==> src/rtl/oled_frame_streamer_pkg.sv <==
`default_nettype none
// ============================================================================
//  Module      : oled_pkg
//  Description : Shared types and constants for the SSD1306 frame streamer.
//                Holds the sequencer state encoding, the panel geometry and
//                the power-on command table.
//  Revision    : 1.0 - initial release
// ============================================================================
package oled_pkg;

  // SSD1306 128x64 geometry: 8 pages of 128 one-byte columns
  localparam int COLS        = 128;
  localparam int PAGES       = 8;
  localparam int FRAME_BYTES = COLS * PAGES;
  localparam int ADDR_W      = 10;

  // Number of bytes in the power-on command table
  localparam int INIT_LEN    = 31;

  // Sequencer states
  typedef enum logic [3:0] {
    ST_RESET_HOLD = 4'd0,
    ST_STARTUP    = 4'd1,
    ST_CMD_LOAD   = 4'd2,
    ST_CMD_SHIFT  = 4'd3,
    ST_PIX_ADDR   = 4'd4,
    ST_PIX_WAIT   = 4'd5,
    ST_PIX_LOAD   = 4'd6,
    ST_PIX_SHIFT  = 4'd7
  } state_e;

  // Power-on command table. The tail selects horizontal addressing over the
  // full 128x8 window so pixel bytes can be streamed frame after frame.
  function automatic logic [7:0] init_table(input logic [4:0] idx);
    logic [7:0] b;
    case (idx)
      5'd0:    b = 8'hAE;  // display off
      5'd1:    b = 8'hD5;  // clock divide
      5'd2:    b = 8'h80;
      5'd3:    b = 8'hA8;  // multiplex ratio
      5'd4:    b = 8'h3F;
      5'd5:    b = 8'hD3;  // display offset
      5'd6:    b = 8'h00;
      5'd7:    b = 8'h40;  // start line 0
      5'd8:    b = 8'h8D;  // charge pump
      5'd9:    b = 8'h14;
      5'd10:   b = 8'hA1;  // segment remap
      5'd11:   b = 8'hC8;  // COM scan descending
      5'd12:   b = 8'hDA;  // COM pins
      5'd13:   b = 8'h12;
      5'd14:   b = 8'h81;  // contrast
      5'd15:   b = 8'hCF;
      5'd16:   b = 8'hD9;  // precharge
      5'd17:   b = 8'hF1;
      5'd18:   b = 8'hDB;  // VCOMH deselect
      5'd19:   b = 8'h40;
      5'd20:   b = 8'hA4;  // resume from RAM
      5'd21:   b = 8'hA6;  // normal polarity
      5'd22:   b = 8'h20;  // memory addressing mode
      5'd23:   b = 8'h00;  //   horizontal
      5'd24:   b = 8'h21;  // column range
      5'd25:   b = 8'h00;
      5'd26:   b = 8'h7F;
      5'd27:   b = 8'h22;  // page range
      5'd28:   b = 8'h00;
      5'd29:   b = 8'h07;
      5'd30:   b = 8'hAF;  // display on
      default: b = 8'hE3;  // NOP
    endcase
    return b;
  endfunction

endpackage
`default_nettype wire

==> src/rtl/oled_frame_streamer_spi_byte_tx.sv <==
`default_nettype none
// ============================================================================
//  Module      : spi_byte_tx
//  Description : Mode-0 SPI byte shifter, MSB first. Each bit spends CLK_DIV
//                clocks with SCLK low (data settles) then CLK_DIV clocks high.
//                done_o pulses in the last clock of the final high phase so
//                the caller can react on the same edge that SCLK drops.
//  Revision    : 1.0 - initial release
// ============================================================================
module spi_byte_tx #(
  parameter int CLK_DIV = 4
) (
  input  logic       clk,
  input  logic       rst_btn,
  input  logic       start_i,
  input  logic [7:0] byte_i,
  output logic       sclk_o,
  output logic       sdin_o,
  output logic       busy_o,
  output logic       done_o
);

  localparam int               DIV_W    = (CLK_DIV > 1) ? $clog2(CLK_DIV) : 1;
  localparam logic [DIV_W-1:0] DIV_LAST = DIV_W'(CLK_DIV - 1);

  logic [DIV_W-1:0] div_q;
  logic [2:0]       bit_q;
  logic [7:0]       sh_q;
  logic             sclk_q;
  logic             sdin_q;
  logic             busy_q;
  logic             phase_end;

  assign phase_end = busy_q && (div_q == DIV_LAST);
  assign done_o    = phase_end && sclk_q && (bit_q == 3'd7);
  assign sclk_o    = sclk_q;
  assign sdin_o    = sdin_q;
  assign busy_o    = busy_q;

  // Half-period timer, SCLK toggling and bit advance on each falling edge
  always_ff @(posedge clk or negedge rst_btn) begin
    if (!rst_btn) begin
      div_q  <= '0;
      bit_q  <= 3'd0;
      sh_q   <= 8'd0;
      sclk_q <= 1'b0;
      sdin_q <= 1'b0;
      busy_q <= 1'b0;
    end else if (!busy_q) begin
      if (start_i) begin
        sh_q   <= byte_i;
        sdin_q <= byte_i[7];
        busy_q <= 1'b1;
        div_q  <= '0;
        bit_q  <= 3'd0;
        sclk_q <= 1'b0;
      end
    end else if (phase_end) begin
      div_q <= '0;
      if (!sclk_q) begin
        sclk_q <= 1'b1;
      end else begin
        sclk_q <= 1'b0;
        if (bit_q == 3'd7) begin
          busy_q <= 1'b0;
        end else begin
          bit_q  <= bit_q + 3'd1;
          sh_q   <= {sh_q[6:0], 1'b0};
          sdin_q <= sh_q[6];
        end
      end
    end else begin
      div_q <= div_q + DIV_W'(1);
    end
  end

endmodule
`default_nettype wire

==> src/rtl/oled_frame_streamer.sv <==
`default_nettype none
// ============================================================================
//  Module      : oled_frame_streamer
//  Description : Resets an SSD1306 panel, sends its init command table, then
//                endlessly fetches frame bytes from the pixel engine by
//                address and streams them over 4-wire SPI.
//  Revision    : 1.0 - initial release
// ============================================================================
module oled_frame_streamer
  import oled_pkg::*;
#(
  parameter int CLK_DIV      = 4,
  parameter int RESET_CYCLES = 1000,
  parameter int STARTUP_WAIT = 100000
) (
  input  logic              clk,
  input  logic              rst_btn,
  input  logic [7:0]        pixelData,
  output logic [ADDR_W-1:0] pixelAddress,
  output logic              io_sclk,
  output logic              io_sdin,
  output logic              io_cs,
  output logic              io_dc,
  output logic              io_reset,
  output logic              frame_done
);

  state_e              state_q, state_d;
  logic [31:0]         cnt_q, cnt_d;
  logic [4:0]          idx_q, idx_d;
  logic [ADDR_W-1:0]   addr_q, addr_d;
  logic [7:0]          pix_q, pix_d;
  logic                reset_q, reset_d;
  logic                cs_q, cs_d;
  logic                dc_q, dc_d;
  logic                fdone_q, fdone_d;

  logic                tx_start;
  logic [7:0]          tx_byte;
  logic                tx_busy;
  logic                tx_done;

  spi_byte_tx #(
    .CLK_DIV (CLK_DIV)
  ) u_tx (
    .clk     (clk),
    .rst_btn (rst_btn),
    .start_i (tx_start),
    .byte_i  (tx_byte),
    .sclk_o  (io_sclk),
    .sdin_o  (io_sdin),
    .busy_o  (tx_busy),
    .done_o  (tx_done)
  );

  assign pixelAddress = addr_q;
  assign io_cs        = cs_q;
  assign io_dc        = dc_q;
  assign io_reset     = reset_q;
  assign frame_done   = fdone_q;

  // State and output registers; async reset aborts any byte in flight
  always_ff @(posedge clk or negedge rst_btn) begin
    if (!rst_btn) begin
      state_q <= ST_RESET_HOLD;
      cnt_q   <= 32'd0;
      idx_q   <= 5'd0;
      addr_q  <= '0;
      pix_q   <= 8'd0;
      reset_q <= 1'b0;
      cs_q    <= 1'b1;
      dc_q    <= 1'b0;
      fdone_q <= 1'b0;
    end else begin
      state_q <= state_d;
      cnt_q   <= cnt_d;
      idx_q   <= idx_d;
      addr_q  <= addr_d;
      pix_q   <= pix_d;
      reset_q <= reset_d;
      cs_q    <= cs_d;
      dc_q    <= dc_d;
      fdone_q <= fdone_d;
    end
  end

  // Sequencing: panel reset, startup wait, init table, then pixel fetch loop
  always_comb begin
    state_d  = state_q;
    cnt_d    = cnt_q;
    idx_d    = idx_q;
    addr_d   = addr_q;
    pix_d    = pix_q;
    reset_d  = reset_q;
    cs_d     = cs_q;
    dc_d     = dc_q;
    fdone_d  = 1'b0;
    tx_start = 1'b0;
    tx_byte  = pix_q;

    case (state_q)
      ST_RESET_HOLD: begin
        if (cnt_q == 32'(RESET_CYCLES - 1)) begin
          cnt_d   = 32'd0;
          reset_d = 1'b1;
          state_d = ST_STARTUP;
        end else begin
          cnt_d = cnt_q + 32'd1;
        end
      end
      ST_STARTUP: begin
        if (cnt_q == 32'(STARTUP_WAIT - 1)) begin
          cnt_d   = 32'd0;
          state_d = ST_CMD_LOAD;
        end else begin
          cnt_d = cnt_q + 32'd1;
        end
      end
      ST_CMD_LOAD: begin
        tx_byte = init_table(idx_q);
        if (!tx_busy) begin
          tx_start = 1'b1;
          cs_d     = 1'b0;
          dc_d     = 1'b0;
          state_d  = ST_CMD_SHIFT;
        end
      end
      ST_CMD_SHIFT: begin
        if (tx_done) begin
          if (idx_q == 5'(INIT_LEN - 1)) begin
            idx_d   = 5'd0;
            state_d = ST_PIX_ADDR;
          end else begin
            idx_d   = idx_q + 5'd1;
            state_d = ST_CMD_LOAD;
          end
        end
      end
      // Address has just been presented; the engine registers it next edge
      ST_PIX_ADDR: begin
        state_d = ST_PIX_WAIT;
      end
      // Engine output is valid now; capture it on the edge entering PIX_LOAD
      ST_PIX_WAIT: begin
        pix_d   = pixelData;
        dc_d    = 1'b1;
        state_d = ST_PIX_LOAD;
      end
      ST_PIX_LOAD: begin
        if (!tx_busy) begin
          tx_start = 1'b1;
          state_d  = ST_PIX_SHIFT;
        end
      end
      // Panel is in horizontal mode, so the frame simply wraps to address 0
      ST_PIX_SHIFT: begin
        if (tx_done) begin
          addr_d  = addr_q + ADDR_W'(1);
          fdone_d = (addr_q == ADDR_W'(FRAME_BYTES - 1));
          state_d = ST_PIX_ADDR;
        end
      end
      default: begin
        state_d = ST_RESET_HOLD;
      end
    endcase
  end

endmodule
`default_nettype wire

==> config.mk <==
export PLATFORM = sky130hd
export DESIGN_NAME = oled_frame_streamer
export DESIGN_NICKNAME = d
export VERILOG_FILES = /design/src/rtl/oled_frame_streamer_pkg.sv /design/src/rtl/oled_frame_streamer_spi_byte_tx.sv /design/src/rtl/oled_frame_streamer.sv
export SDC_FILE = /design/constraint.sdc
export NUM_CORES = 1
export LEC_CHECK = 0
export ABC_CLOCK_PERIOD_IN_PS = 2300
export BUFFER_PORTS_ARGS = -buffer_cell sky130_fd_sc_hd__buf_4
export CAP_MARGIN = 20
export CELL_PAD_IN_SITES_DETAIL_PLACEMENT = 0
export CELL_PAD_IN_SITES_GLOBAL_PLACEMENT = 2
export CORE_AREA = 2 2 106 108
export CTS_CLUSTER_DIAMETER = 120
export CTS_CLUSTER_SIZE = 10
export DETAILED_ROUTE_END_ITERATION = 7
export DIE_AREA = 0 0 108 110
export HOLD_SLACK_MARGIN = 0.05
export PLACE_DENSITY = 0.84
export SYNTH_ARGS = -nofsm -noshare
export SYNTH_HDL_FRONTEND = slang
export SYNTH_SLANG_ARGS = --single-unit
==> constraint.sdc <==
create_clock -name clk -period 2.3 [get_ports clk]
set_clock_uncertainty 0.05 [all_clocks]
set_input_delay 0.345 -clock clk [delete_from_list [all_inputs] [get_ports clk]]
set_output_delay 0.345 -clock clk [all_outputs]
set_load 0.005 [all_outputs]
==> out/qor.csv, run 1 <==
metric,value,unit
status,"finished, final reports clean",
via_count,3144,
ys.flop_type,dfrtp_1,
power,2.49,mW
min_path_type,primary input to flop,
fillCellCount,1070,
fin_util,44.3,%
cts_setup_buffers,0,
crit_type,flop to flop,
die-area,11900,µm²
synth_area,4090,µm²
fmax,485,MHz
clockBufferDepth,2,
ys_ff_latch,77,
setup_viol,0,
area_delta_synth_final,15.9,%
yosys_warnings,0,
initial_core_util,38.2,%
ios,26,
clock_latency,0.35,ns
grt_pass1_wl,15500,µm
crit_family,simple AND/OR/NAND/NOR gates,
num-nets-final,478,
async_reset_ff_share,100,%
drive_above_1_share,18.8,%
path_depth,6,
drc,0,
maxCapViolations,0,
worstSetupEndpointType,flop,
critPathBufInv,0,
core,10700,µm²
maxSlewHeadroom,56.0,%
die_h,110,µm
clkSinkCount,77,
path_cells,ha_1 > nand3_1 > or4_4 > nor2_1 > o211a_1 > nor2_1,
initialDrtViolationCount,210,
tightest_slew,0.660,ns
leakage,2.17,nW
grt_usage,16.6,%
crit_required,2.47,ns
postCtsHoldBufs,1,
layout.cells.non_filler,602,
ir_drop,0.297,mV
antenna_found_initial,0,
post_cts_resized,0,
synth-seq-area-share,47.2,%
portBuffers,25,
critical-path-max-stage-delay,0.58,ns
cts_tree,built,
drv_slew,0,
gr-total-overflow,0,
synth_edf_count,0,
path_max_fanout,8,
synth_area_leaders,"dfrtp_1 (47%), xnor2_1 (4.5%), nor2_1 (4.2%)",
vias_per_cell,5.22,
p_per_area,527,nW/µm²
rr_worst_depth,6,
start_kind,flop,
die_x,108,µm
dp_hpwl,6620,µm
crit_top_cell,nor2_1,
routed_wl,9090,µm
routabilityCongestion,0.818,
finalSetupTns,0,ns
netlist_instances,417,
fin_crit_sh,89.7,%
period_needed,2.06,ns
grt_setup_unrepaired,false,
cp.arrival,2.23,ns
antennaDiodeCount,0,
rows,38,
numCtsBuffers,9,
synth_top_area_share,46.5,%
drtAntennaViolNets,0,
wl_per_cell,15.1,µm
synth.avg_cell_area,9.81,µm²
htreeDepth,3,
grt_pass1_vias,3151,
hold_viol,0,
slowest_stage,or4_4,
dp.cells,585,
path_clk_slew,0.09,ns
syn_nets,438,
firstDrtPassIters,4,
synth_largest_area_cell,dfrtp_1,
grt_max_degree,42,
root_buffer,clkbuf_8,
worstHoldPathCells,2,
synth_cell_type_count,59,
-- final cells by class --
type,count,area (µm²),share of cell area [%]
tap,140,175,3.70
clock inverter,4,53.8,1.14
inverter,12,45.0,0.951
sequential,77,1930,40.7
multi-input combinational,315,2060,43.5
clock buffer,12,155,3.28
timing repair buffer,42,318,6.71
-- registers in the layout, indices dropped and copies added, names as in the netlist --
signal / count
u_tx.sh_q: 7
pixelAddress: 10
io_dc: 1
u_tx.bit_q: 3
u_tx.div_q: 2
pix_q: 8
idx_q: 5
u_tx.sdin_o: 1
frame_done: 1
io_reset: 1
state_q: 3
u_tx.sclk_o: 1
cnt_q: 32
io_cs: 1
u_tx.busy_o: 1
-- routing by layer --
metal  share of wire, %  track usage [%]
met3                3.0             3.17
met4               0.85             4.21
met1                 48             22.7
met2                 49             27.4
met5                  0                0
-- layout by cell type (no fill, tap or decap), types with 3 or more instances in the layout --
cell / instances
nor4_1: 7
and2_1: 3
buf_4: 41
clkbuf_8: 11
and3_1: 3
ha_1: 11
inv_1: 11
nand2b_1: 4
nor2b_1: 5
nand3_1: 29
o31ai_1: 6
or2_2: 5
xor2_1: 16
nor3_1: 4
a211oi_1: 5
nor2_1: 46
o21ai_0: 19
mux2_2: 12
o211ai_1: 8
dfrtp_1: 76
nand4_1: 10
nand2_1: 41
or3_1: 5
a21oi_1: 14
xnor2_1: 21
a21o_1: 3
-- report_power, final --
group	internal [mW]	leakage [nW]	total [mW]	switching, mW
registers	1.36	1.04	1.36	0.00336
logic	0.0214	1.03	0.0539	0.0325
clock network	0.566	0.0992	1.08	0.512
total	1.95	2.17	2.49	0.548
-- synthesized netlist by cell type, types with 2 or more instances --
library cell  count
clkbuf_1          8
o21ai_0          19
and2_1            3
nand3_1          29
nor3b_1           2
nand2b_1          4
or2_2             5
o21a_1            2
o22ai_1           2
o211ai_1          8
and3_1            3
mux2_2           12
nor4_1            7
ha_1             11
or3_1             5
a21o_1            3
a211oi_1          5
inv_1            11
nand2_1          41
xnor2_1          21
dfrtp_1          76
o31ai_1           6
nor2b_1           5
xor2_1           16
and4_1            2
nor2_1           46
buf_2             4
nand4_1          10
a22oi_1           2
nor3_1            4
and2_2            2
a21oi_1          14
a22o_1            2
a311oi_1          2
-- per-stage QoR --
| stage | hold slack, ns | worst slack (ns) | instance area [µm²] |
|---|---|---|---|
| CTS | 0.154 | 0.210 | 4740 |
| floorplan | -0.000591 | 0.457 | 4090 |
| detailed placement | 0.319 | 0.231 | 4520 |
| finish | 0.171 | 0.238 | 4740 |
| global placement | 0.309 | 0.298 | 4520 |
| global route | 0.154 | 0.0147 | 4740 |
-- final timing paths --
kind	end	from	slack, ns
setup reg to reg	cnt_q[10]	cnt_q[0]	0.24
max in group asynchronous	cnt_q[18]	rst_btn	1.09
setup / recovery	cnt_q[10]	cnt_q[0]	0.24
hold / removal	pix_q[1]	pixelData[1]	0.17
min in group asynchronous	cnt_q[21]	rst_btn	0.46
hold reg to reg	cnt_q[31]	cnt_q[31]	0.43
-- cells by family (layout without fill, tap and decap cells) --
group	count (synthesis)	after routing	share of synthesized area [%]
buffers and inverters	25	70	2.42
multiplexers	13	13	3.55
XOR/XNOR	38	38	8.32
flip-flops	77	77	47.2
adder cells (fa/ha/maj)	11	11	3.37
AO/OA/AOI/OAI	74	74	11.9
AND/OR/NAND/NOR	179	179	23.3
No activity file was read; power rests on OpenSTA's default activity.
==> run 2: changes to the inputs <==
--- a/config.mk
+++ b/config.mk
@@ -17,4 +17,5 @@
 export DIE_AREA = 0 0 108 110
+export GPL_TIMING_DRIVEN = 0
 export HOLD_SLACK_MARGIN = 0.05
-export PLACE_DENSITY = 0.84
+export PLACE_DENSITY_LB_ADDON = 0.25
 export SYNTH_ARGS = -nofsm -noshare
--- a/constraint.sdc
+++ b/constraint.sdc
@@ -4,2 +4,2 @@
 set_output_delay 0.345 -clock clk [all_outputs]
-set_load 0.005 [all_outputs]
+set_load 0.02 [all_outputs]
==> run 2 against run 1 <==
Clock-buffer cell count down 2. Critical path depth unchanged. Largest power group unchanged. Via count about the same. Sequential cell count unchanged.
==> out/qor.csv, run 2 (synthesized netlist as in run 1, its figures left out) <==
metric,value,unit
rows,38,
r2r-end,cnt_q[5],
switchingPower,0.551,mW
routed_wl,9310,µm
postCtsHoldBufs,0,
multi_input_area,2060,µm²
clkPwrFrac,42.0,%
internal_power,1.88,mW
core,10700,µm²
timing.rr.start,cnt_q[0],
vias_per_cell,5.26,
initialDrtViolationCount,172,
cp.arrival,2.28,ns
area_delta_synth_final,13.6,%
r2r_setup_slack,0.20,ns
fin_ws,0.199,ns
portBuffers,25,
regMostFlops,cnt_q,
combPwrFrac,1.9,%
routabilityCongestion,0.832,
ir_drop,0.237,mV
firstDrtPassIters,4,
drive_above_1_share,16.4,%
grt_pass1_wl,15700,µm
die-area,11900,µm²
min_path_type,primary input to async pin,
crit_top_cell,nor2_1,
rr_worst_depth,6,
cts_tree,built,
crit_required,2.48,ns
start_kind,flop,
drv_slew,0,
grt_setup_unrepaired,false,
antenna_found_initial,0,
finalSetupTns,0,ns
hold_viol,0,
wl_per_cell,15.6,µm
seqPwrFrac,56.1,%
clkSinkCount,77,
worstSetupEndpointType,flop,
die_x,108,µm
post_cts_resized,0,
preCtsSetupSlack,0.168,ns
clockBufferDepth,2,
fin_crit_sh,91.3,%
slowest_stage,or4_4,
final_common_cell,dfrtp_1,
die_h,110,µm
maxCapViolations,0,
path_cells,ha_1 > nand3_1 > or4_4 > nor2_1 > o211a_1 > nor2_1,
switching_share,22.7,%
grt_usage,17.0,%
p_per_area,523,nW/µm²
leakage,2.11,nW
drtAntennaViolNets,0,
drc,0,
critical-path-max-stage-delay,0.59,ns
htreeDepth,3,
grt_pass1_vias,3131,
regArea,1930,µm²
num-nets-final,474,
clock_latency,0.35,ns
maxSlewHeadroom,34.6,%
antennaDiodeCount,0,
gr-total-overflow,0,
cts_setup_buffers,0,
dp_hpwl,6630,µm
tightest_slew,0.981,ns
path_max_fanout,8,
setup_viol,0,
numCtsBuffers,9,
crit_type,flop to flop,
grt_max_degree,78,
fmax,476,MHz
fillCellCount,1086,
ios,26,
via_count,3143,
largest_reg_flops,32,
status,"finished, final reports clean",
period_needed,2.10,ns
path_clk_slew,0.08,ns
root_buffer,clkbuf_8,
mostFrequentLayoutCells,"dfrtp_1 (76), nor2_1 (45), nand2_1 (41)",
initial_core_util,38.2,%
run 2: routing by layer:
layer | track usage, % | share of wire [%] | vias up
met2 | 27.9 | 48 | 33
li1 | - | - | 1560
met5 | 0 | 0 | -
met1 | 22.5 | 49 | 1540
met3 | 3.76 | 2.2 | 10
met4 | 5.22 | 1.6 | 0
run 2: critical path: cells and delay by family, from the launching register on:
family	cells	cell delay (ns)
adders and majority gates	1	0.22
AOI/OAI and AO/OA	1	0.33
DFF	1	0.39
and+or+nand+nor	4	1.00
run 2: area by class of cell:
type                    instances  area share (%)
clock inverters                 5            1.32
inverters                      12           0.970
clock buffers                  10            2.75
flip-flops and latches         77            41.5
multi-input cells             315            44.5
plain buffers                  13            1.16
well taps                     140            3.77
repair buffers                 25            4.04
run 2: how the worst max path moves through the flow:
stage	start	endpoint	cells after the start
floorplan	cnt_q[0]	cnt_q[10]	6
global placement	u_tx.bit_q[0]	u_tx.sh_q[6]	7
detailed placement	cnt_q[0]	cnt_q[7]	6
CTS	u_tx.bit_q[0]	u_tx.sh_q[6]	7
global route	u_tx.bit_q[0]	idx_q[4]	7
finish	cnt_q[0]	cnt_q[5]	6
run 2: through the flow:
step                      std cells  util (%)  area [µm²]  power (mW)  hold WS, ns
after CTS                       597      43.4        4640        2.48        0.141
final                           597      43.4        4640        2.43       0.0924
after detailed placement        582      41.6        4450        1.44        0.422
after global placement          582      41.6        4450        1.44        0.413
after global routing            597      43.4        4640        2.54        0.148
after floorplan                 417         -        4090        1.40    -0.000591
run 2: power groups by stage:
stage / Clock (mW) / Sequential (mW) / Combinational [mW]
after floorplan: 0 / 1.39 / 0.00958
after global placement: 0 / 1.39 / 0.0492
after detailed placement: 0 / 1.39 / 0.0506
after CTS: 1.07 / 1.36 / 0.0504
after global routing: 1.12 / 1.36 / 0.0549
final: 1.02 / 1.36 / 0.0468
